File: src/rtl/sync_event_sched_if.sv
// rtl/sync_event_sched_if.sv - requester strobes, analog sync channel and status of the event scheduler
interface sync_event_sched_if #(
  parameter int N   = 4,
  parameter int IDW = 2
);
  logic [N-1:0]   ev_strobe;
  logic [N-1:0]   ev_level;
  logic           sync_valid;
  logic [IDW-1:0] sync_id;
  logic           sync_level;
  logic           sync_ack;
  logic [N-1:0]   pending;
  logic           busy;
  logic [7:0]     coalesce_cnt;
  logic           err_timeout;

  modport master (
    input  ev_strobe, ev_level, sync_ack,
    output sync_valid, sync_id, sync_level, pending, busy, coalesce_cnt, err_timeout
  );

  modport slave (
    output ev_strobe, ev_level, sync_ack,
    input  sync_valid, sync_id, sync_level, pending, busy, coalesce_cnt, err_timeout
  );
endinterface

File: src/rtl/sync_event_sched.sv
// rtl/sync_event_sched.sv - round-robin serialiser of cell level changes onto the analog sync channel
module sync_event_sched #(
  parameter int N       = 4,
  parameter int IDW     = 2,
  parameter int HOLDOFF = 2,
  parameter int TIMEOUT = 64
) (
  input logic                clk,
  input logic                rst,
  sync_event_sched_if.master bus
);

  localparam int ACW = (TIMEOUT > 1) ? $clog2(TIMEOUT) : 1;
  localparam int HCW = (HOLDOFF > 1) ? $clog2(HOLDOFF) : 1;
  localparam logic [ACW-1:0] ACK_LAST  = ACW'(TIMEOUT - 1);
  localparam logic [HCW-1:0] HOLD_LOAD = HCW'((HOLDOFF > 0) ? HOLDOFF - 1 : 0);

  typedef enum logic [1:0] {IDLE, ISSUE, HOLD} state_t;

  state_t         state, state_nxt;
  logic [N-1:0]   pend, plev, last;
  logic [N-1:0]   pend_nxt, plev_nxt, last_nxt;
  logic [IDW-1:0] last_grant, last_grant_nxt;
  logic [ACW-1:0] ack_cnt, ack_cnt_nxt;
  logic [HCW-1:0] hold_cnt, hold_cnt_nxt;
  logic           valid_q, valid_nxt;
  logic [IDW-1:0] id_q, id_nxt;
  logic           level_q, level_nxt;
  logic           err_q, err_nxt;
  logic [7:0]     ccnt_q, ccnt_nxt;
  logic           busy_q, busy_nxt;

  logic           grant_hit;
  logic [IDW-1:0] grant_idx;
  logic [IDW:0]   cand;
  logic           issue_done;
  logic [4:0]     coal_hits;
  logic [8:0]     csum;

  assign issue_done = bus.sync_ack || (ack_cnt == ACK_LAST);

  // Rotating priority: first pending index after the last one granted, with wrap.
  always_comb begin
    grant_hit = 1'b0;
    grant_idx = '0;
    cand      = '0;
    for (int k = 1; k <= N; k++) begin
      cand = {1'b0, last_grant} + (IDW+1)'(k);
      if (cand >= (IDW+1)'(N)) cand = cand - (IDW+1)'(N);
      if (!grant_hit && pend[cand[IDW-1:0]]) begin
        grant_hit = 1'b1;
        grant_idx = cand[IDW-1:0];
      end
    end
  end

  always_ff @(posedge clk) begin
    if (rst) state <= IDLE;
    else     state <= state_nxt;
  end

  always_comb begin
    state_nxt = state;
    case (state)
      IDLE:    if (grant_hit)  state_nxt = ISSUE;
      ISSUE:   if (issue_done) state_nxt = (HOLDOFF == 0) ? IDLE : HOLD;
      HOLD:    if (hold_cnt == '0) state_nxt = IDLE;
      default: state_nxt = IDLE;
    endcase
  end

  always_comb begin
    pend_nxt       = pend;
    plev_nxt       = plev;
    last_nxt       = last;
    last_grant_nxt = last_grant;
    ack_cnt_nxt    = ack_cnt;
    hold_cnt_nxt   = hold_cnt;
    valid_nxt      = valid_q;
    id_nxt         = id_q;
    level_nxt      = level_q;
    err_nxt        = err_q;
    coal_hits      = '0;
    csum           = '0;
    ccnt_nxt       = ccnt_q;
    busy_nxt       = 1'b0;

    case (state)
      IDLE: begin
        if (grant_hit) begin
          last_grant_nxt      = grant_idx;
          id_nxt              = grant_idx;
          level_nxt           = plev[grant_idx];
          last_nxt[grant_idx] = plev[grant_idx];
          pend_nxt[grant_idx] = 1'b0;
          valid_nxt           = 1'b1;
          ack_cnt_nxt         = '0;
        end
      end
      ISSUE: begin
        if (issue_done) begin
          valid_nxt    = 1'b0;
          hold_cnt_nxt = HOLD_LOAD;
          if (!bus.sync_ack) err_nxt = 1'b1;
        end else begin
          ack_cnt_nxt = ack_cnt + 1'b1;
        end
      end
      HOLD: begin
        if (hold_cnt != '0) hold_cnt_nxt = hold_cnt - 1'b1;
      end
      default: ;
    endcase

    // Filter runs after the grant so a same-cycle strobe for the granted cell
    // sees its freshly issued level and can re-arm pend over the grant clear.
    for (int i = 0; i < N; i++) begin
      if (bus.ev_strobe[i]) begin
        if (pend_nxt[i]) begin
          plev_nxt[i] = bus.ev_level[i];
          coal_hits   = coal_hits + 5'd1;
        end else if (bus.ev_level[i] != last_nxt[i]) begin
          pend_nxt[i] = 1'b1;
          plev_nxt[i] = bus.ev_level[i];
        end
      end
    end

    csum     = {1'b0, ccnt_q} + {4'b0, coal_hits};
    ccnt_nxt = csum[8] ? 8'hff : csum[7:0];
    busy_nxt = (state_nxt != IDLE) || (|pend_nxt);
  end

  always_ff @(posedge clk) begin
    if (rst) begin
      pend       <= '0;
      plev       <= '0;
      last       <= '0;
      last_grant <= IDW'(N - 1);
      ack_cnt    <= '0;
      hold_cnt   <= '0;
      valid_q    <= 1'b0;
      id_q       <= '0;
      level_q    <= 1'b0;
      err_q      <= 1'b0;
      ccnt_q     <= '0;
      busy_q     <= 1'b0;
    end else begin
      pend       <= pend_nxt;
      plev       <= plev_nxt;
      last       <= last_nxt;
      last_grant <= last_grant_nxt;
      ack_cnt    <= ack_cnt_nxt;
      hold_cnt   <= hold_cnt_nxt;
      valid_q    <= valid_nxt;
      id_q       <= id_nxt;
      level_q    <= level_nxt;
      err_q      <= err_nxt;
      ccnt_q     <= ccnt_nxt;
      busy_q     <= busy_nxt;
    end
  end

  assign bus.sync_valid   = valid_q;
  assign bus.sync_id      = id_q;
  assign bus.sync_level   = level_q;
  assign bus.pending      = pend;
  assign bus.busy         = busy_q;
  assign bus.coalesce_cnt = ccnt_q;
  assign bus.err_timeout  = err_q;

endmodule

File: src/flat_wrapper.sv
// flat-port wrapper written by rule: the top's interface ports become plain ports
module sync_event_sched_flat 
#(
  parameter int N       = 4,
  parameter int IDW     = 2,
  parameter int HOLDOFF = 2,
  parameter int TIMEOUT = 64
)
  (clk, rst, bus_ev_strobe, bus_ev_level, bus_sync_ack, bus_sync_valid, bus_sync_id, bus_sync_level, bus_pending, bus_busy, bus_coalesce_cnt, bus_err_timeout);
  sync_event_sched_if #(.N(N), .IDW(IDW)) bus_i ();
  input logic clk;
  input logic rst;
  input wire logic [$bits(bus_i.ev_strobe)-1:0] bus_ev_strobe;
  input wire logic [$bits(bus_i.ev_level)-1:0] bus_ev_level;
  input wire logic [$bits(bus_i.sync_ack)-1:0] bus_sync_ack;
  output wire logic [$bits(bus_i.sync_valid)-1:0] bus_sync_valid;
  output wire logic [$bits(bus_i.sync_id)-1:0] bus_sync_id;
  output wire logic [$bits(bus_i.sync_level)-1:0] bus_sync_level;
  output wire logic [$bits(bus_i.pending)-1:0] bus_pending;
  output wire logic [$bits(bus_i.busy)-1:0] bus_busy;
  output wire logic [$bits(bus_i.coalesce_cnt)-1:0] bus_coalesce_cnt;
  output wire logic [$bits(bus_i.err_timeout)-1:0] bus_err_timeout;
  assign bus_i.ev_strobe = bus_ev_strobe;
  assign bus_i.ev_level = bus_ev_level;
  assign bus_i.sync_ack = bus_sync_ack;
  assign bus_sync_valid = bus_i.sync_valid;
  assign bus_sync_id = bus_i.sync_id;
  assign bus_sync_level = bus_i.sync_level;
  assign bus_pending = bus_i.pending;
  assign bus_busy = bus_i.busy;
  assign bus_coalesce_cnt = bus_i.coalesce_cnt;
  assign bus_err_timeout = bus_i.err_timeout;
  sync_event_sched #(.N(N), .IDW(IDW), .HOLDOFF(HOLDOFF), .TIMEOUT(TIMEOUT)) u_core (.clk(clk), .rst(rst), .bus(bus_i));
endmodule
File: config.mk
export PLATFORM = sky130hd
export DESIGN_NAME = sync_event_sched_flat
export DESIGN_NICKNAME = d
export VERILOG_FILES = /design/src/rtl/sync_event_sched_if.sv /design/src/rtl/sync_event_sched.sv /design/src/flat_wrapper.sv
export SDC_FILE = /design/constraint.sdc
export NUM_CORES = 1
export LEC_CHECK = 0
export CAP_MARGIN = 20
export CORE_ASPECT_RATIO = 0.6
export CORE_MARGIN = 1.5
export CORE_UTILIZATION = 50
export DETAILED_ROUTE_END_ITERATION = 16
export GPL_TIMING_DRIVEN = 1
export PLACE_DENSITY = 0.74
export SYNTH_ARGS = -nofsm -noshare
export SYNTH_HDL_FRONTEND = slang
export SYNTH_SLANG_ARGS = --single-unit
File: constraint.sdc
create_clock -name clk -period 12.6 [get_ports clk]
set_input_delay 3.78 -clock clk [delete_from_list [all_inputs] [get_ports clk]]
set_output_delay 3.78 -clock clk [all_outputs]
set_load 0.01 [all_outputs]
# After elaboration in Yosys (flattened, before gate mapping)
# Cells that the tools add are included.
# W data, S select, Z words.
# totals
register_bits	37
latch_bits	0
ram_bits	0
romBits	0
in_bits	11
output_inout_bits	18
wordCells	151
memories	0
# op_classes
addsub	14
n_mul	0
div	0
order_cmp	10
eq_ne	10
n_shift	0
muxes	71
bitwise_logic	3
reduce_logical	27
# op_table
cell	n
$mux W1	35
$mux W5	7
$mux W2	11
$mux W4	4
$add A5 B1 Y5 const B	3
$lt A2 B3 Y1 const B	5
$reduce_bool A2 Y1	7
$ge A3 B3 Y1 const B	4
$mux W6	2
$pmux W6 S2	1
$reduce_and A2 Y1	6
$bmux W1 S2	5
$add A8 B5 Y9	1
$reduce_and A3 Y1	3
$mux W8	1
$sub A2 B1 Y2 const B	4
$add A2 B2 Y3 const B	2
$add A6 B1 Y6 const B	1
$eq A6 B6 Y1 const B	1
$pmux W2 S3	1
$and A4 B4 Y4	1
$bwmux W4	1
$logic_and A1 B1 Y1	4
$ne A1 B1 Y1	4
16 further kinds	21

# Longest topological paths before layout
# depth
depth_word	36
depth_mapped	20
ltp_nobuf	18

# Least setup slack after synthesis
# No wires, ideal clock.
# synth_path
kind	input port to flip-flop
start	in bus_ev_strobe[0]
end	reg u_core.ccnt_q[7], in the netlist u_core.bus.coalesce_cnt[7]
setup_time_ns	0.128
arrival_ns	6.322
required_time_ns	12.472
setup_slack_ns	6.150
stages	13
n_path_buf	0
cell_sequence	o311ai_4 xor2_2 ha_1 mux2_2 ha_1 mux2_2 ha_1 a21o_1 a21oi_1 nor2b_1 o2111a_1 o21ai_0 nor2_1
# synth_between
elab_chain_len	12
# synth_lines
item	line_no	text
start, declared	flat_wrapper.sv:13	input wire logic [$bits(bus_i.ev_strobe)-1:0] bus_ev_strobe;
$mux W5 *	sync_event_sched.sv:118	if (bus.ev_strobe[i]) begin
$add A5 B1 Y5	sync_event_sched.sv:121	coal_hits = coal_hits + 5'd1;
$mux W5	sync_event_sched.sv:119	if (pend_nxt[i]) begin
$mux W5 *	sync_event_sched.sv:118	
$add A5 B1 Y5	sync_event_sched.sv:121	
$mux W5	sync_event_sched.sv:119	
$mux W5 *	sync_event_sched.sv:118	
$add A5 B1 Y5	sync_event_sched.sv:121	
$mux W5	sync_event_sched.sv:119	
$mux W5 *	sync_event_sched.sv:118	
$add A8 B5 Y9 *	sync_event_sched.sv:129	csum = {1'b0, ccnt_q} + {4'b0, coal_hits};
$mux W8 *	sync_event_sched.sv:130	ccnt_nxt = csum[8] ? 8'hff : csum[7:0];
end signal, assigned	sync_event_sched.sv:159	ccnt_q <= ccnt_nxt;
end, declared	sync_event_sched.sv:30	logic [7:0] ccnt_q, ccnt_nxt;
# Every way passes the cells marked *; elsewhere a longest branch is shown, timed or not.
# A chain may end at the register's enable or synchronous reset.

# Worst setup path in the final report
# layout_path
start	in bus_ev_strobe[0]
end	reg u_core.ccnt_q[0], in the netlist u_core.bus.coalesce_cnt[0]
# The elaborated chain is that of the path after synthesis.

==> reports/results.txt <==
The run finished with clean final reports. The run gives 0 as the max-slew violation count. For this design the top-level I/O count stands at 29.

The tools report the cell chosen for the clock root as clkbuf_8. The logs give 295 for the final net count and 38 for the pin count of the biggest net entering global routing. In this run the standard cell core region covers 4080 um2. The area share of the largest cell type after synthesis was 0.350. Final clock period utilization by the worst path: 0.560. The number of enable flip-flop cells after synthesis is 0. Classification of the worst setup path: in2reg. The tools report the combined flip-flop and latch cell area as 741 um2. The fraction of layout instances using a drive strength above 1 is 0.0873, and the initial cell density of the core is 0.519. For the final-layout worst hold slack, the log shows 0.466 ns. The commonest register cell after synthesis was dfxtp_1.

The DRC violation total after the first TritonRoute iteration was 159. TritonCTS built the clock tree. The number of nets with antenna violations after detailed routing is 0, and the clock transition at the register clock pins on the worst setup and hold paths after CTS is 0.07 ns.

The mean routed wirelength per cell is 13.6 um, and the total negative slack for setup checks is 0 ns. The run gives 142 MHz as the highest achievable clock rate. The first global-routing pass estimated 7470 um of wire.

Summing all multi-input logic gate instances after layout gives 1270 um2. In the routed layout, each cell is associated on average with a via count of 5.55. Setup repair after global routing left no endpoint under its margin.

The power per cell area works out to 129 nW/um2. The part of the Yosys area used for sequential elements was 0.350. The clock passes through at most 2 buffers. Summed over all instances, the cell type with the most area after synthesis is dfxtp_1.

In this run, post-CTS hold repair placed 0 buffers. At the worst endpoint, the required time is 12.83 ns. Remaining max-slew budget at the tightest pin: 0.330. Yosys printed 0 warnings.

The tools report the die footprint as 4640 um2. Port buffering added 28 buffers. The pre-antenna-repair detailed-routing pass consisted of 4 iterations.

The die height was 53.4 um. Fill cells in the final layout number 349. The async set or reset register ratio after synthesis came out at 0. Routability-driven placement finished with a final weighted congestion of 0.841. The worst path needs 7.06 ns of the cycle, external delays included.

The clock reaches the later pin of the worst-skew pair after 0.29 ns. Once the clock tree was built, the resizer swapped 0 gates to a different size. From synthesis to final layout, the design area changed by 17.7%.

Global routing finished with a remaining overflow of 0. The run gives 269 as the net count after synthesis. In this run the worst setup path begins at bus_ev_strobe[0]. At the worst endpoint, the arrival time is 7.29 ns.

Synthesized instance count: 250. Leakage power: 0.939 nW. For this design, the sink count on the clock tree is 37.

Leaving out fill and tap cells, the most frequent cell in the layout is dfxtp_1. STA classifies the critical path startpoint as an input pin. Summed over all nets, the half-perimeter wirelength after detailed placement is 3270 um. The number of flip-flops and latches in the synthesized netlist is 37. Final clock skew: 0.00675 ns.

After detailed routing, the number of remaining DRC violations is 0. The tools report the initial antenna violation count as 0. STA classifies the critical path endpoint as a register. The tools report the largest vdd supply drop as 0.0000810 V.

The min-delay analysis places its worst path in the category reg2reg. The mean cell area of the mapped netlist is 8.46 um2. In this run the number of H-tree levels came out at 2. The run gives 0 as the post-CTS setup buffer count.

0 antenna diodes ended up in the layout. The number of clock buffers added by TritonCTS is 5. For the aggregate global-route resource usage, the log shows 0.215. Setup violations remaining at the end of the flow were counted as 0.

In the layout the commonest cells are dfxtp_1 (37), nor2_1 (28), clkdlybuf4s50_1 (28), a21oi_1 (23), nand2_1 (18). By area the synthesized netlist is led by dfxtp_1 (35%), a21oi_1 (5.4%), nor2_1 (5.0%). The tool flagged a number of max-cap violations equal to 0.

After synthesis, the netlist uses 59 different library cells. The tools report the via count of the first global-routing pass as 1508. The via count of the routed design is 1858, and the maximum fanout count along the critical path is 7. The tools report the hold path startpoint as u_core.bus.sync_id[1]$_SDFFE_PP0P_. The die is 87.0 um wide. Summed over all layers, the routed wires come to 4550 um.

The slew at the pin closest to its max-slew limit works out to 0.998 ns. The startpoint of the worst-slack reg-to-reg timing path was u_core.bus.pending[0]$_SDFF_PP0_. The tools report the number of failing hold endpoints at the final stage as 0.

Area of the mapped netlist: 2120 um2. The run gives 18 as the site row count.
worst max-delay path, cell delays in order:
cell and delay (ns):
clkdlybuf4s50_1 0.63, o311ai_4 0.18, xor2_2 0.29, ha_1 0.29, mux2_2 0.29, ha_1 0.29, mux2i_1 0.09, fa_1 0.44
nor2b_1 0.13, o21ai_0 0.09, nand2b_1 0.13, nand3_1 0.14, or2_2 0.38, a21oi_1 0.15
power by group:
group	switching [mW]	leakage, nW	internal, mW
combinational	0.0563	0.597	0.0441
sequential	0.0145	0.303	0.129
clock	0.0404	0.0399	0.0364
total	0.111	0.939	0.209
per-layer routing:
| metal | routed length [um] | vias to the layer above | track usage |
|---|---|---|---|
| li1 | - | 938 | - |
| met1 | 2420 | 847 | 0.320 |
| met2 | 1770 | 66 | 0.292 |
| met3 | 295 | 7 | 0.0530 |
| met4 | 57 | 0 | 0.0806 |
| met5 | 0 | - | 0 |
layout make-up:
cell class,instances,area share
inverters,12,0.0181
clock inverters,1,0.00201
clock buffers,5,0.0276
well taps,60,0.0302
flip-flops and latches,37,0.297
repair buffers,29,0.116
multi-input cells,191,0.509
cell families (layout without fill, tap and decap cells):
kind of cell    Yosys count  in the layout  share of synthesized area
compound gates           65             65                      0.216
xor+xnor                 12             12                     0.0568
fa+ha+maj                 8              8                     0.0509
buf+inv                  22             47                     0.0509
flops                    37             37                      0.350
mux                       9              9                     0.0438
simple gates             97             97                      0.232
sequential cells by signal, summed over array words and instances, names as in the netlist:
name                     count
u_core.ack_cnt               6
u_core.bus.busy              1
u_core.bus.coalesce_cnt      8
u_core.bus.err_timeout       1
u_core.bus.pending           4
u_core.bus.sync_id           2
u_core.bus.sync_level        1
u_core.bus.sync_valid        1
u_core.hold_cnt              1
u_core.last                  4
u_core.last_grant            2
u_core.plev                  4
u_core.state                 2
synth_stat cells (2+ instances only):
master and count:
nand2_1 18, buf_2 2, or3_1 3, o21a_1 2, nand3_1 9, o311ai_4 2
o211ai_1 2, ha_1 7, and2_1 2, a21boi_0 3, a211oi_1 3, mux2i_1 7
nand2b_1 3, nor2_1 28, nor4_1 2, dfxtp_1 37, buf_6 3, xnor2_1 3
o21ai_0 14, and3_1 3, inv_1 11, nand3b_1 4, o31a_1 2, nor3_1 11
clkbuf_1 4, nor2b_1 3, mux2_2 2, xor2_1 7, a21oi_1 23
worst paths after layout:
path	endpoint	slack, ns	cells after the start
min	u_core.bus.sync_id[1]$_SDFFE_PP0P_	0.47	2
max	u_core.bus.coalesce_cnt[0]$_SDFF_PP0_	5.54	14
max reg2reg	u_core.bus.coalesce_cnt[0]$_SDFF_PP0_	8.27	16
min reg2reg	u_core.bus.sync_id[1]$_SDFFE_PP0P_	0.47	2
per-stage QoR:
stage	setup WS (ns)	utilization	instance area, um2	total power, mW	cells
2_1_floorplan	6.15	-	2120	0.215	250
3_5_place_dp	5.27	0.593	2420	0.245	329
6_report	5.54	0.611	2490	0.320	335
4_1_cts	5.56	0.611	2490	0.322	335
5_1_grt	5.30	0.611	2490	0.341	335
3_3_place_gp	5.30	0.593	2420	0.243	329
No activity file was read; power rests on OpenSTA's default activity.
